--- config.mk ---
export PLATFORM = sky130hd
export DESIGN_NAME = fwd_scoreboard_flat
export DESIGN_NICKNAME = d
export VERILOG_FILES = /design/src/rtl/fwd_scoreboard_if.sv /design/src/rtl/fwd_scoreboard.sv /design/src/flat_wrapper.sv
export SDC_FILE = /design/constraint.sdc
export NUM_CORES = 1
export LEC_CHECK = 0
export BUFFER_PORTS_ARGS = -buffer_cell sky130_fd_sc_hd__buf_2
export CAP_MARGIN = 30
export CORE_ASPECT_RATIO = 0.8
export CORE_MARGIN = 2
export CORE_UTILIZATION = 39
export CTS_BUF_LIST = sky130_fd_sc_hd__clkbuf_4 sky130_fd_sc_hd__clkbuf_8 sky130_fd_sc_hd__clkbuf_16
export DETAILED_ROUTE_END_ITERATION = 10
export PLACE_DENSITY = 0.78
export RECOVER_POWER = 100
export SETUP_SLACK_MARGIN = 0.1
export SYNTH_ARGS = -nofsm -noshare
export SYNTH_HDL_FRONTEND = slang
export SYNTH_SLANG_ARGS = --single-unit
export TNS_END_PERCENT = 5
--- constraint.sdc ---
create_clock -name clk -period 1.5 [get_ports clk]
set_clock_uncertainty 0.15 [all_clocks]
set_input_delay 0.15 -clock clk [delete_from_list [all_inputs] [get_ports clk]]
set_output_delay 0.15 -clock clk [all_outputs]
set_load 0.01 [all_outputs]
--- src/rtl/fwd_scoreboard_if.sv ---
// EX-stage <-> forwarding scoreboard bus: instruction fields in, operand selects and interlock out.
interface fwd_scoreboard_if #(
    parameter int unsigned REG_AW  = 5,
    parameter int unsigned NUM_SRC = 2,
    parameter int unsigned DEPTH   = 3
);
    localparam int unsigned SELW = $clog2(DEPTH + 1);

    logic                        ex_valid;
    logic [NUM_SRC*REG_AW-1:0]   ex_src;
    logic [REG_AW-1:0]           ex_rd;
    logic                        ex_wr;
    logic                        ex_is_load;
    logic                        flush;
    logic [NUM_SRC*SELW-1:0]     fwd_sel;
    logic                        stall;
    logic [31:0]                 perf_stall_cnt;
    logic [31:0]                 perf_fwd_cnt;

    modport master (
        output ex_valid, ex_src, ex_rd, ex_wr, ex_is_load, flush,
        input  fwd_sel, stall, perf_stall_cnt, perf_fwd_cnt
    );

    modport slave (
        input  ex_valid, ex_src, ex_rd, ex_wr, ex_is_load, flush,
        output fwd_sel, stall, perf_stall_cnt, perf_fwd_cnt
    );
endinterface

--- src/rtl/fwd_scoreboard.sv ---
// Operand-forwarding select and load-use interlock over a DEPTH-stage write scoreboard.
// Optional perf counters are built only when FWD_PERF_CNT_EN is defined.
module fwd_scoreboard #(
    parameter int unsigned REG_AW     = 5,
    parameter int unsigned NUM_SRC    = 2,
    parameter int unsigned DEPTH      = 3,
    parameter int unsigned LOAD_STAGE = 2
) (
    input  logic              clk,
    input  logic              rst_n,
    fwd_scoreboard_if.slave   bus
);
    localparam int unsigned SELW = $clog2(DEPTH + 1);
    localparam int unsigned CNTW = 32;

    // Index 0 holds stage 1 (EX/MEM), index DEPTH-1 the oldest tracked stage.
    logic [DEPTH-1:0]   v_q, v_d;
    logic [DEPTH-1:0]   ld_q, ld_d;
    logic [REG_AW-1:0]  rd_q [DEPTH];
    logic [REG_AW-1:0]  rd_d [DEPTH];

    logic [REG_AW-1:0]  src_c     [NUM_SRC];
    logic [SELW-1:0]    win_sel_c [NUM_SRC];
    logic [NUM_SRC-1:0] hit_c;
    logic [NUM_SRC-1:0] rdy_c;
    logic [NUM_SRC-1:0] blocked_c;
    logic               stall_c;
    logic               push_v_c;

    // Youngest matching producer per source; older stages never override it.
    always_comb begin
        hit_c     = '0;
        rdy_c     = '0;
        blocked_c = '0;
        for (int unsigned i = 0; i < NUM_SRC; i++) begin
            src_c[i]     = bus.ex_src[i*REG_AW +: REG_AW];
            win_sel_c[i] = '0;
            for (int unsigned s = 0; s < DEPTH; s++) begin
                if (!hit_c[i] && v_q[s] && (rd_q[s] == src_c[i]) && (src_c[i] != '0)) begin
                    hit_c[i]     = 1'b1;
                    win_sel_c[i] = SELW'(s + 1);
                    rdy_c[i]     = !ld_q[s] || ((s + 1) >= LOAD_STAGE);
                end
            end
            blocked_c[i] = hit_c[i] && !rdy_c[i];
        end
    end

    // Interlock and operand selects; flush suppresses the stall, reset silences both.
    always_comb begin
        stall_c     = rst_n && bus.ex_valid && !bus.flush && (|blocked_c);
        bus.fwd_sel = '0;
        for (int unsigned i = 0; i < NUM_SRC; i++) begin
            if (rst_n && bus.ex_valid && !stall_c && hit_c[i] && rdy_c[i]) begin
                bus.fwd_sel[i*SELW +: SELW] = win_sel_c[i];
            end
        end
    end

    assign bus.stall = stall_c;

    // Scoreboard shifts every cycle; stalled or flushed instructions enter as bubbles.
    always_comb begin
        push_v_c = bus.ex_valid && bus.ex_wr && (bus.ex_rd != '0) && !bus.flush && !stall_c;
        v_d      = {v_q[DEPTH-2:0], push_v_c};
        ld_d     = {ld_q[DEPTH-2:0], bus.ex_is_load};
        rd_d[0]  = bus.ex_rd;
        for (int unsigned s = 1; s < DEPTH; s++) begin
            rd_d[s] = rd_q[s-1];
        end
    end

    always_ff @(posedge clk) begin
        if (!rst_n) begin
            v_q  <= '0;
            ld_q <= '0;
            for (int unsigned s = 0; s < DEPTH; s++) begin
                rd_q[s] <= '0;
            end
        end else begin
            v_q  <= v_d;
            ld_q <= ld_d;
            for (int unsigned s = 0; s < DEPTH; s++) begin
                rd_q[s] <= rd_d[s];
            end
        end
    end

`ifdef FWD_PERF_CNT_EN
    localparam int unsigned FCW = $clog2(NUM_SRC + 1);

    logic [CNTW-1:0] stall_cnt_q, stall_cnt_d;
    logic [CNTW-1:0] fwd_cnt_q, fwd_cnt_d;
    logic [FCW-1:0]  fwd_inc_c;
    logic [CNTW:0]   fwd_sum_c;

    // Saturating counters: the extra sum bit detects overflow past all-ones.
    always_comb begin
        fwd_inc_c = '0;
        for (int unsigned i = 0; i < NUM_SRC; i++) begin
            if (bus.fwd_sel[i*SELW +: SELW] != '0) begin
                fwd_inc_c = fwd_inc_c + FCW'(1);
            end
        end
        fwd_sum_c = {1'b0, fwd_cnt_q} + (CNTW+1)'(fwd_inc_c);
        fwd_cnt_d = fwd_sum_c[CNTW] ? '1 : fwd_sum_c[CNTW-1:0];

        stall_cnt_d = stall_cnt_q;
        if (stall_c && (stall_cnt_q != '1)) begin
            stall_cnt_d = stall_cnt_q + CNTW'(1);
        end
    end

    always_ff @(posedge clk) begin
        if (!rst_n) begin
            stall_cnt_q <= '0;
            fwd_cnt_q   <= '0;
        end else begin
            stall_cnt_q <= stall_cnt_d;
            fwd_cnt_q   <= fwd_cnt_d;
        end
    end

    assign bus.perf_stall_cnt = stall_cnt_q;
    assign bus.perf_fwd_cnt   = fwd_cnt_q;
`else
    assign bus.perf_stall_cnt = '0;
    assign bus.perf_fwd_cnt   = '0;
`endif

endmodule

--- src/flat_wrapper.sv ---
// flat-port wrapper written by rule: the top's interface ports become plain ports
module fwd_scoreboard_flat 
#(
    parameter int unsigned REG_AW     = 5,
    parameter int unsigned NUM_SRC    = 2,
    parameter int unsigned DEPTH      = 3,
    parameter int unsigned LOAD_STAGE = 2
)
  (clk, rst_n, bus_ex_valid, bus_ex_src, bus_ex_rd, bus_ex_wr, bus_ex_is_load, bus_flush, bus_fwd_sel, bus_stall, bus_perf_stall_cnt, bus_perf_fwd_cnt);
  fwd_scoreboard_if #(.REG_AW(REG_AW), .NUM_SRC(NUM_SRC), .DEPTH(DEPTH)) bus_i ();
  input  logic clk;
  input  logic rst_n;
  input wire logic [$bits(bus_i.ex_valid)-1:0] bus_ex_valid;
  input wire logic [$bits(bus_i.ex_src)-1:0] bus_ex_src;
  input wire logic [$bits(bus_i.ex_rd)-1:0] bus_ex_rd;
  input wire logic [$bits(bus_i.ex_wr)-1:0] bus_ex_wr;
  input wire logic [$bits(bus_i.ex_is_load)-1:0] bus_ex_is_load;
  input wire logic [$bits(bus_i.flush)-1:0] bus_flush;
  output wire logic [$bits(bus_i.fwd_sel)-1:0] bus_fwd_sel;
  output wire logic [$bits(bus_i.stall)-1:0] bus_stall;
  output wire logic [$bits(bus_i.perf_stall_cnt)-1:0] bus_perf_stall_cnt;
  output wire logic [$bits(bus_i.perf_fwd_cnt)-1:0] bus_perf_fwd_cnt;
  assign bus_i.ex_valid = bus_ex_valid;
  assign bus_i.ex_src = bus_ex_src;
  assign bus_i.ex_rd = bus_ex_rd;
  assign bus_i.ex_wr = bus_ex_wr;
  assign bus_i.ex_is_load = bus_ex_is_load;
  assign bus_i.flush = bus_flush;
  assign bus_fwd_sel = bus_i.fwd_sel;
  assign bus_stall = bus_i.stall;
  assign bus_perf_stall_cnt = bus_i.perf_stall_cnt;
  assign bus_perf_fwd_cnt = bus_i.perf_fwd_cnt;
  fwd_scoreboard #(.REG_AW(REG_AW), .NUM_SRC(NUM_SRC), .DEPTH(DEPTH), .LOAD_STAGE(LOAD_STAGE)) u_core (.clk(clk), .rst_n(rst_n), .bus(bus_i));
endmodule
==> impl_metrics.yaml <==
run_status:
  status: "finished, violations left"
  violations: "negative setup slack"
placement:
  io_buffers: 25
  dpl_cell_area_um2: 1520
  hpwl_um: 2270
  gp_congestion: 0.918
routing:
  wl_per_cell_um: 10.5
  finalWirelength_um: 2720
  drc_errors: 0
  drtAntennaViolNets: 0
  dr.pass1.iters: 4
  routed-via-count: 1086
  via_per_inst: 4.19
  drtIter0Drc: 12
power:
  p_sw_mw: 0.346
  p_per_area_nw_per_um2: 701
  swShare: 0.298
  power.leakage_nw: 0.752
  p_comb_frac: 0.216
  seqPwrFrac: 0.469
  p_int_mw: 0.816
  clockPowerShare: 0.315
  vdd_ir_drop_max_mv: 0.520
critical_path:
  start_kind: "flip-flop"
  path_delay_family: "simple AND/OR/NAND/NOR gates"
  reg2reg_depth: 5
  crit_buf_inv: 1
  required_ns: 1.20
  critPathKind: "reg -> out"
  crit_cells: 5
  path_max_fanout: 4
  crit_path_cell_trace: "xor2_1 > or4_4 > or2_0 > a211oi_2 > buf_2"
  critPathMaxStageDelay_ns: 0.55
  cp_slowest_cell: "or4_4"
  setup.worst_path.end_class: "output port"
  worstPathArrival_ns: 1.91
final_layout:
  multi_input_area_um2: 881
  seq_area_um2: 385
  final_cell_area_um2: 1660
  area_growth_syn_to_layout_pct: 12.4
  diodes: 0
  final_cell_mix: "64 x conb_1, 25 x buf_2, 21 x xnor2_1, 15 x dfxtp_1, 14 x buf_4"
  layout_commonest_cell: "conb_1"
  drive_above_1_share: 0.258
  nNetsFinal: 239
  nFillCells: 334
synth:
  synth-edff-count: 0
  ys_types: 24
  syn_area_um2: 1480
  synth_xor_area_frac: 0.178
  synth_warnings: 0
  avgSynthCellArea_um2: 8.68
  synthCells: 170
  synth-compound-area-share: 0.0322
  async_flop_share: 0
  synth_ff_type: "dfxtp_1"
  synthAdderAreaFrac: 0
  synth_top_family_by_area: "buffers and inverters"
  synthSimpleGateAreaFrac: 0.201
  yosysSeqAreaShare: 0.258
  synth-seq-cells: 19
  synthMuxAreaShare: 0
sta:
  period_needed_ns: 2.21
  grt_setup_unrepaired: "yes"
  slew_violations: 0
  fmax_mhz: 453
  hold_violations: 0
  tns_ns: -3.37
  layout_setup_ws_ns: -0.707
  min_period_over_period: 1.47
  setup_viol: 6
grt:
  grt_overflow: 0
  antenna_found_initial: 0
  grt_pass1_wl_um: 4230
  grt_pass1_vias: 974
  grt_usage: 0.129
  grt_max_degree: 19
clock_tree:
  cts_made_buffers: 3
  ctsLongestPathBuffers: 2
  postCtsSetupRepairBufs: 0
  clk_root_buffer_cell: "clkbuf_8"
  path_clk_slew_ns: 0.07
  clk_latency_ns: 0.26
  htreeDepth: 1
  cts_tree: "built"
  clock_sinks: 19
die:
  core_um2: 3520
  start_util: 0.419
  fp.dieW_um: 72.8
  io_pins: 90
  num_rows: 19
  die_area_um2: 4290
  die_h_um: 59.0
min_path:
  hp-class: "in -> reg"
  worstHoldPathCells: 4
job:
  max-cap-violations: 0
-- cells by family (layout without fill, tap and decap cells) --
logic type | Yosys count | after routing
buffers and inverters | 65 | 49
and+or+nand+nor | 48 | 48
xor gates and xnor gates | 30 | 30
DFF | 19 | 19
AOI/OAI and AO/OA | 7 | 7
other | 1 | 64
-- timing repair --
item / CTS / global route
hold buffers: 6 / 0
endpoints found under the setup margin: 6 / 6
resized for setup: 5 / 2
endpoints found under the hold margin: 6 / 0
pin swaps: 2 / 0
-- synthesized netlist by cell type, drive strengths merged, types with 2 or more instances --
cell,instances,share of area
a211oi,2,0.010
and2,18,0.076
buf,64,0.33
dfxtp,19,0.26
nand2,3,0.0076
nand4,6,0.025
nor2,2,0.0068
nor2b,2,0.0085
nor3,5,0.017
nor4,2,0.0085
o21ai,3,0.010
or2,2,0.0085
or4,5,0.031
xnor2,22,0.13
xor2,8,0.047
-- path summary, 6_finish.rpt --
check	slack [ns]	startpoint	endpoint
max	-0.71	u_core.rd_q[0][1]$_SDFF_PN0_	bus_fwd_sel[2]
min	0.03	bus_flush	u_core.v_q[0]$_SDFF_PN0_
max reg2reg	-0.15	u_core.rd_q[0][4]$_SDFF_PN0_	u_core.v_q[0]$_SDFF_PN0_
min reg2reg	0.34	u_core.rd_q[0][3]$_SDFF_PN0_	u_core.rd_q[0][8]$_SDFF_PN0_
-- area by class of cell --
class,instances,area share
multi-input combinational,149,0.531
sequential,19,0.232
timing repair buffer,45,0.175
tap,42,0.0317
clock buffer,3,0.0249
clock inverter,1,0.00453
-- per-stage QoR --
step / util / setup slack (ns) / instances / total power [mW] / hold slack, ns
2_1_floorplan: - / -0.286 / 233 / 0.822 / 0.127
3_3_place_gp: 0.433 / -0.478 / 249 / 0.783 / 0.217
3_5_place_dp: 0.433 / -0.502 / 249 / 0.786 / 0.212
4_1_cts: 0.467 / -0.737 / 259 / 1.17 / 0.0313
5_1_grt: 0.471 / -0.821 / 259 / 1.23 / 0.0781
6_report: 0.471 / -0.707 / 259 / 1.16 / 0.0296
-- metal layers --
layer	share of wire	global-route usage
met4	0.0099	0.0344
met2	0.50	0.221
met1	0.41	0.160
met5	0	0
met3	0.076	0.0357
-- worst register-to-register path, cell delays in order (launching register included) --
cell	delay, ns
dfxtp_2	0.37
xnor2_1	0.12
nand4_1	0.10
or4_4	0.47
a21oi_4	0.25
nor3_1	0.08
-- registers in the layout, summed over array words and instances (netlist names) --
| name | flops |
|---|---|
| u_core.rd_q | 15 |
| u_core.v_q | 3 |
| u_core.ld_q | 1 |
-- power groups by stage --
stage | sequential (mW) | clock, mW | combinational, mW
floorplan | 0.549 | 0 | 0.273
global placement | 0.554 | 0 | 0.230
detailed placement | 0.555 | 0 | 0.231
CTS | 0.544 | 0.381 | 0.244
global route | 0.547 | 0.404 | 0.278
finish | 0.545 | 0.366 | 0.251
Power figures use the tool's default switching activity.
